### src/rtl/unique0_csr.sv
// Machine-mode CSR file: satp, mstatus, mtvec, mscratch, mepc, mcause, mtval and the
// cycle/instret counters, plus trap/ERET redirection for the writeback stage.
module unique0_csr (
  input  logic        clk_core,
  input  logic        reset_n,
  input  logic [11:0] mem1_csr_addr,
  input  logic [1:0]  mem1_csr_write,
  input  logic [31:0] mem1_csr_din,
  output logic        csr_error,
  output logic        csr_flush,
  output logic [31:0] csr_dout,
  input  logic        wb_valid,
  input  logic        wb_stall,
  input  logic        wb_exc,
  input  logic [3:0]  wb_exc_cause,
  input  logic        wb_flush,
  input  logic [29:0] wb_pc,
  input  logic [31:0] wb_data,
  output logic        csr_kill,
  output logic        csr_fe_inhibit,
  output logic        csr_setpc,
  output logic [29:0] csr_newpc,
  output logic [31:0] csr_satp
);

  typedef enum logic [1:0] {
    OP_NONE  = 2'b00,
    OP_WRITE = 2'b01,
    OP_SET   = 2'b10,
    OP_CLEAR = 2'b11
  } op_t;

  typedef enum logic [3:0] {
    C_IALIGN   = 4'd0,
    C_IFAULT   = 4'd1,
    C_IILLEGAL = 4'd2,
    C_EBREAK   = 4'd3,
    C_LALIGN   = 4'd4,
    C_LFAULT   = 4'd5,
    C_SALIGN   = 4'd6,
    C_SFAULT   = 4'd7,
    C_UCALL    = 4'd8,
    C_SCALL    = 4'd9,
    C_ERET     = 4'd10,
    C_MCALL    = 4'd11,
    C_IPFAULT  = 4'd12,
    C_LPFAULT  = 4'd13,
    C_SPFAULT  = 4'd15
  } cause_t;

  localparam logic [11:0] A_SATP     = 12'h180;
  localparam logic [11:0] A_MSTATUS  = 12'h300;
  localparam logic [11:0] A_MTVEC    = 12'h305;
  localparam logic [11:0] A_MSCRATCH = 12'h340;
  localparam logic [11:0] A_MEPC     = 12'h341;
  localparam logic [11:0] A_MCAUSE   = 12'h342;
  localparam logic [11:0] A_MTVAL    = 12'h343;

  logic [31:0] satp;
  logic        mie;
  logic        mpie;
  logic [29:0] mtvec_base;
  logic        mtvec_mode;
  logic [31:0] mscratch;
  logic [29:0] mepc;
  logic [31:0] mcause;
  logic [31:0] mtval;
  logic [63:0] cycle;
  logic [63:0] instret;

  logic        wen;
  logic        unimp;
  logic [31:0] wdata;
  logic        trap;
  logic        eret;
  logic [31:0] trap_tval;
  cause_t      cause;
  op_t         op;

  assign op    = op_t'(mem1_csr_write);
  assign cause = cause_t'(wb_exc_cause);
  assign wen   = (op != OP_NONE);
  assign trap  = wb_exc & (cause != C_ERET);
  assign eret  = wb_exc & (cause == C_ERET);

  always_comb begin
    unimp    = 1'b0;
    csr_dout = '0;
    case (mem1_csr_addr)
      A_SATP:          csr_dout = satp;
      A_MSTATUS:       csr_dout = {19'b0, 2'b11, 3'b0, mpie, 3'b0, mie, 3'b0};
      A_MTVEC:         csr_dout = {mtvec_base, 1'b0, mtvec_mode};
      A_MSCRATCH:      csr_dout = mscratch;
      A_MEPC:          csr_dout = {mepc, 2'b00};
      A_MCAUSE:        csr_dout = mcause;
      A_MTVAL:         csr_dout = mtval;
      12'hC00, 12'hC01: csr_dout = cycle[31:0];
      12'hC02:         csr_dout = instret[31:0];
      12'hC80, 12'hC81: csr_dout = cycle[63:32];
      12'hC82:         csr_dout = instret[63:32];
      default:         unimp = 1'b1;
    endcase
  end

  always_comb begin
    case (op)
      OP_SET:   wdata = csr_dout | mem1_csr_din;
      OP_CLEAR: wdata = csr_dout & ~mem1_csr_din;
      default:  wdata = mem1_csr_din;
    endcase
  end

  always_comb begin
    case (cause)
      C_IALIGN, C_IFAULT, C_IPFAULT, C_EBREAK:
        trap_tval = {wb_pc, 2'b00};
      C_IILLEGAL, C_LALIGN, C_LFAULT, C_SALIGN, C_SFAULT, C_LPFAULT, C_SPFAULT:
        trap_tval = wb_data;
      default:
        trap_tval = '0;
    endcase
  end

  assign csr_error      = unimp | (wen & mem1_csr_addr[11] & mem1_csr_addr[10]);
  assign csr_flush      = wen & (mem1_csr_addr == A_SATP);
  assign csr_satp       = satp;
  assign csr_kill       = wb_exc | (wb_valid & wb_flush);
  assign csr_fe_inhibit = wb_stall;
  assign csr_setpc      = wb_exc | wb_stall;
  assign csr_newpc      = trap ? mtvec_base : (eret ? mepc : wb_pc);

  // Each CSR resolves software write vs. trap/ERET on its own, so a write to one
  // register never suppresses the trap update of another.
  always_ff @(posedge clk_core) begin
    if (!reset_n) begin
      satp       <= '0;
      mie        <= 1'b0;
      mpie       <= 1'b0;
      mtvec_base <= '0;
      mtvec_mode <= 1'b0;
      mscratch   <= '0;
      mepc       <= '0;
      mcause     <= '0;
      mtval      <= '0;
      cycle      <= '0;
      instret    <= '0;
    end else begin
      cycle <= cycle + 64'd1;
      if (wb_valid && !wb_stall)
        instret <= instret + 64'd1;

      if (wen && mem1_csr_addr == A_SATP)
        satp <= wdata;

      if (wen && mem1_csr_addr == A_MSTATUS) begin
        mie  <= wdata[3];
        mpie <= wdata[7];
      end else if (trap) begin
        mie  <= 1'b0;
        mpie <= mie;
      end else if (eret) begin
        mie  <= mpie;
        mpie <= 1'b1;
      end

      if (wen && mem1_csr_addr == A_MTVEC) begin
        mtvec_base <= wdata[31:2];
        mtvec_mode <= wdata[0];
      end

      if (wen && mem1_csr_addr == A_MSCRATCH)
        mscratch <= wdata;

      if (wen && mem1_csr_addr == A_MEPC)
        mepc <= wdata[31:2];
      else if (trap)
        mepc <= wb_pc;

      if (wen && mem1_csr_addr == A_MCAUSE)
        mcause <= wdata[31] ? {wdata[31], 26'b0, wdata[4:0]}
                            : {28'b0, wdata[3:0]};
      else if (trap)
        mcause <= {28'b0, wb_exc_cause};

      if (wen && mem1_csr_addr == A_MTVAL)
        mtval <= wdata;
      else if (trap)
        mtval <= trap_tval;
    end
  end

endmodule

### config.mk
export PLATFORM = sky130hd
export DESIGN_NAME = unique0_csr
export DESIGN_NICKNAME = d
export VERILOG_FILES = /design/src/rtl/unique0_csr.sv
export SDC_FILE = /design/constraint.sdc
export NUM_CORES = 1
export LEC_CHECK = 0
export ABC_AREA = 1
export CAP_MARGIN = 5
export CORE_ASPECT_RATIO = 1.2
export CORE_UTILIZATION = 47
export CTS_BUF_LIST = sky130_fd_sc_hd__clkbuf_2 sky130_fd_sc_hd__clkbuf_4 sky130_fd_sc_hd__clkbuf_8
export CTS_CLUSTER_DIAMETER = 100
export DETAILED_ROUTE_END_ITERATION = 10
export PLACE_DENSITY = 0.68
export SYNTH_ARGS = -nofsm -noshare
export SYNTH_HDL_FRONTEND = slang
export SYNTH_SLANG_ARGS = --single-unit
### constraint.sdc
create_clock -name clk_core -period 1.9 [get_ports clk_core]
set_clock_uncertainty 0.2 [all_clocks]
set_input_delay 0.285 -clock clk_core [delete_from_list [all_inputs] [get_ports clk_core]]
set_output_delay 0.285 -clock clk_core [all_outputs]
set_load 0.01 [all_outputs]
==> run summary, run 1 <==
status: did not finish
last flow stage reached: 5_1_grt
tool error: [ERROR GRT-0232] Routing congestion too high. Check the congestion heatmap in the GUI.
Netlist Area Pre-Place: 0.0182 mm2
largest net degree at the start of global routing: 46
DP Wirelength: 71200 um
post-synthesis mux area share: 0.0550%
DP Worst Slack: -1360 ps
Yosys cell types: 53
Initial Util: 47.9%
post-synthesis register bit count: 293
clock root cell: clkbuf_8
GRT overflow: 102
Post-DP Area: 0.0258 mm2
Adder-Cell Fraction of Synth Area: 0.138%
cell count after synthesis: 2977
GRT Total Usage: 74.9%
die height: 217 um
Clock Sinks: 293
xor/xnor share of the synthesized area: 1.54%
Ys Warns: 0
Die Width: 182 um
simple-gate share of the synthesized area: 35.0%
Most used DFF post-synth: dfxtp_1
Max Buffers Root-to-Sink: 3
# IOs: 217
mean post-synth cell area: 6.11 um2
Syn Nets: 3097
routability cong.: 1.09
TritonCTS Buffers: 52
asr flop ratio synth: 0%
Compound-Gate Fraction of Synth Area: 18.5%
IO buf count: 216
floorplan row count: 78
Seq/Total Area, Yosys: 32.3%
critical endpoint after global-route timing repair: csr_dout[31]
Worst-path end type: primary output
htree depth: 2
Post-synth EDFFs: 0
largest family of logic cells by synthesized area: simple AND/OR/NAND/NOR gates
what timing repair did:
action,4_1_cts
gates cloned,17
endpoints found under the setup margin,354
pin swaps,203
hold buffers,4
hold endpoints to repair,12
setup buffers,134
resized for setup,1212
synthesized netlist by cell type (all sizes together), types with 12 or more instances:
master	number	area share, %
nand2	693	15
nor3	76	2.2
a21oi	226	6.2
o221ai	30	1.4
nor2	348	7.7
nand4	64	2.2
nand3	236	6.5
o21bai	25	1.0
clkbuf	80	1.7
or2	14	0.48
dfxtp	293	32
nor4	12	0.45
inv	449	9.3
buf	48	1.5
xor2	25	1.2
o22ai	13	0.55
o21ai	289	8.0
per-stage QoR:
step | std cells | util, % | TNS, ps | hold WS (ps)
2_1_floorplan | 2977 | - | -1570 | 218
3_5_place_dp | 4168 | 68.0 | -263860 | 249
4_1_cts | 4399 | 81.5 | -21320 | 27.0
3_3_place_gp | 4168 | 68.0 | -254420 | 242
cells by family after synthesis:
logic type | after synthesis
simple gates | 1458
compound gates | 613
buf+inv | 578
flops | 293
xor+xnor | 32
fa+ha+maj | 2
mux | 1
metal layers:
metal,overflow,GRT usage (%)
met1,0,73.8
met3,0,58.6
met2,62,93.5
met5,0,18.9
met4,40,77.0
==> run 2, diff against run 1 <==
- CORE_ASPECT_RATIO: 1.2 -> not set
- CORE_UTILIZATION: 47 -> 32
- CTS_BUF_LIST: sky130_fd_sc_hd__clkbuf_2 sky130_fd_sc_hd__clkbuf_4 sky130_fd_sc_hd__clkbuf_8 -> not set
- CTS_CLUSTER_DIAMETER: 100 -> not set
- PLACE_DENSITY: 0.68 -> not set
- PLACE_DENSITY_LB_ADDON: not set -> 0.15
- clock period: 1.9 -> 2.5 ns (I/O delays scaled with it)
==> run summary, run 2 <==
clk slew on worst S/H paths: 60 ps
worst rel slew slack: 57.3%
total core area: 0.0563 mm2
Post-synth EDFFs: 0 (unchanged)
post-DR wirelength/cell: 24.0 um
floorplan row count: 87 (was 78)
htree depth: 2 (unchanged)
# IOs: 217 (unchanged)
Max Buffers Root-to-Sink: 3 (unchanged)
# DRC: 4
via count: 22900
Peak VDD IR: 0.493 mV
Area Growth Syn to Fin: 47.1%
synth top area cells: dfxtp_1, nand2_1, inv_1 (unchanged)
first-pass GRT wire length: 147000 um
largest net degree at the start of global routing: 85
most frequent cells in the layout: nand2_1, inv_1, nor2_1
DRT antenna net count: 0
clock latency on the worst-skew pair: 580 ps
die height: 240 um (was 217 um)
failing checks: DRC, setup timing
clock root cell: clkbuf_16 (was clkbuf_8)
routability cong.: 0.986 (was 1.09)
Final WS setup: -16.4 ps
vias in the first global route: 21200
Slew @ Worst Pin: 634 ps
Detailed Route WL: 103000 um
critical path type: in -> out
post-synthesis register bit count: 293 (unchanged)
Yosys cell types: 53 (unchanged)
Clock Sinks: 293 (unchanged)
Initial Util: 32.3% (was 47.9%)
Hold Buf Count CTS: 0 (was 4)
TritonCTS Buffers: 39 (was 52)
met2 WL post-DR: 45600 um
power per cell area: 453 mW/mm2
GRT overflow: 0
status: finished with violations (was did not finish)
Final min period: 2520 ps
Max Freq: 397 MHz
WL met1: 44600 um
# setup viols final: 7
critical path peak fanout: 19
Max Slew Vio Count: 0
Netlist Area Pre-Place: 0.0182 mm2 (unchanged)
die area: 0.0578 mm2
top cell type's share of synthesized area: 32.3% (unchanged)
maxcap violations: 0
mean post-synth cell area: 6.11 um2 (unchanged)
Worst setup SP type: input port
vias per cell: 5.33
DR iter-0 viols: 2357
Die Width: 240 um (was 182 um)
commonest non-fill, non-tap cell in the layout: nand2_1
Syn Nets: 3097 (unchanged)
initial antenna violation count: 2
most common cell in the netlist: nand2_1 (unchanged)
asr flop ratio synth: 0% (unchanged)
CTS tree: yes
GRT Total Usage: 35.1%
drt first pass iters: 8
Final #Nets: 3620
Seq/Total Area, Yosys: 32.3% (unchanged)
RSZ-0062 raised after global routing: yes
Ys Warns: 0 (unchanged)
Most used DFF post-synth: dfxtp_1 (unchanged)
cell taking the most area after synthesis: dfxtp_1 (unchanged)
final hold violations: 0
IO buf count: 216 (unchanged)
fin cells: 4288
Leakage: 11.5 nW
dpl cells: 4146 (was 4168)
HP Class: in -> reg
routed wl met3: 8830 um
Critical Path RT: 1920 ps
DP Worst Slack: -997 ps (was -1360 ps)
largest registers: cycle: 64 flops, instret: 64 flops
DP Wirelength: 79100 um (was 71200 um)
final critical-path share of the clock period: 101%
Post-synth top cells: nand2_1, inv_1, nor2_1, dfxtp_1, o21ai_0 (unchanged)
cell count after synthesis: 2977 (unchanged)
fraction of layout cells with a size suffix above 1: 22.4%
CP arrival: 1940 ps
Max Used Layer: met5
Setup crit end kind: primary output
-- run 2: cell counts after synthesis --
No cell type changed its count.
-- run 2: kinds of logic (layout without fill, tap and decap cells) --
kind of cell               Yosys count  count (layout)  share of synthesized area [%]
and+or+nand+nor                   1458            1459                           35.0
AOI/OAI and AO/OA                  613             613                           18.5
other                                0               2                              0
buffers and inverters              578            1130                           12.5
xor gates and xnor gates            32              32                           1.54
muxes                                1               1                         0.0550
DFF                                293             293                           32.3
adders and majority gates            2               2                          0.138
-- run 2: repair_timing --
action | CTS | global route
buffers inserted | 48 | 13
pin swaps | 47 | 47
cloned | 10 | 0
endpoints found under the setup margin | 109 | 84
gates resized for setup | 509 | 118
-- run 2: layout make-up --
cell class	count	area [um2]
Timing Repair inverter	1	5.00
Fill cell	5885	29500
Timing Repair Buffer	608	5790
Antenna cell	2	5.00
Sequential cell	293	5870
Clock buffer	58	1190
Multi-Input combinational cell	2107	11100
Clock inverter	13	145
Tap cell	756	946
Inverter	450	1720
-- run 2: per-stage QoR --
stage | total power [mW] | TNS, ps | util, % | hold WS [ps] | cell area (um2)
final | 12.1 | -58.7 | 47.5 | 161 | 26800
after global routing | 12.5 | -1050 | 47.5 | 194 | 26800
after CTS | 12.1 | -42.4 | 46.6 | 144 | 26200
after detailed placement | 6.10 | -138750 | 42.0 | 240 | 23600
after global placement | 6.10 | -136070 | 42.0 | 242 | 23600
after floorplan | 5.37 | 0 | - | 222 | 18200
-- run 2: worst paths after layout --
| kind | cells past startpoint | end | start | slack, ps |
|---|---|---|---|---|
| setup / recovery | 11 | csr_dout[5] | mem1_csr_addr[4] | -20 |
| setup reg to reg | 11 | instret[54]$_SDFFE_PN0P_ | instret[23]$_SDFFE_PN0P_ | 60 |
| hold reg to reg | 1 | cycle[63]$_SDFF_PN0_ | cycle[63]$_SDFF_PN0_ | 250 |
| hold / removal | 3 | mtval[14]$_SDFFE_PN0P_ | reset_n | 160 |
-- run 2: worst max-delay path: stages --
cell and delay [ps]:
buf_6 100, nor2_4 170, nand2_2 110, nor2_4 190
buf_4 150, buf_8 170, nand3_1 160, nand3_1 190
nor2_1 70, nand2_1 100, buf_2 140
-- run 2: power breakdown --
group          total, mW  internal, mW  switching, mW
Combinational       1.29         0.550          0.744
Clock               6.01          3.60           2.41
Sequential          4.82          4.75         0.0705
Total               12.1          8.89           3.23
-- run 2: metal layers --
layer  track usage (%)  up-vias
met5                 0        -
met4              12.9        4
met3              5.98      191
met2              55.4     1112
met1              47.7    10800
li1                  -    10700
Power figures use the tool's default switching activity.
==> run 3, diff against run 2 <==
- CAP_MARGIN: 5 -> not set
==> results of run 3 <==
Same layout as run 2: the final DEF is identical, and so are final timing and power.
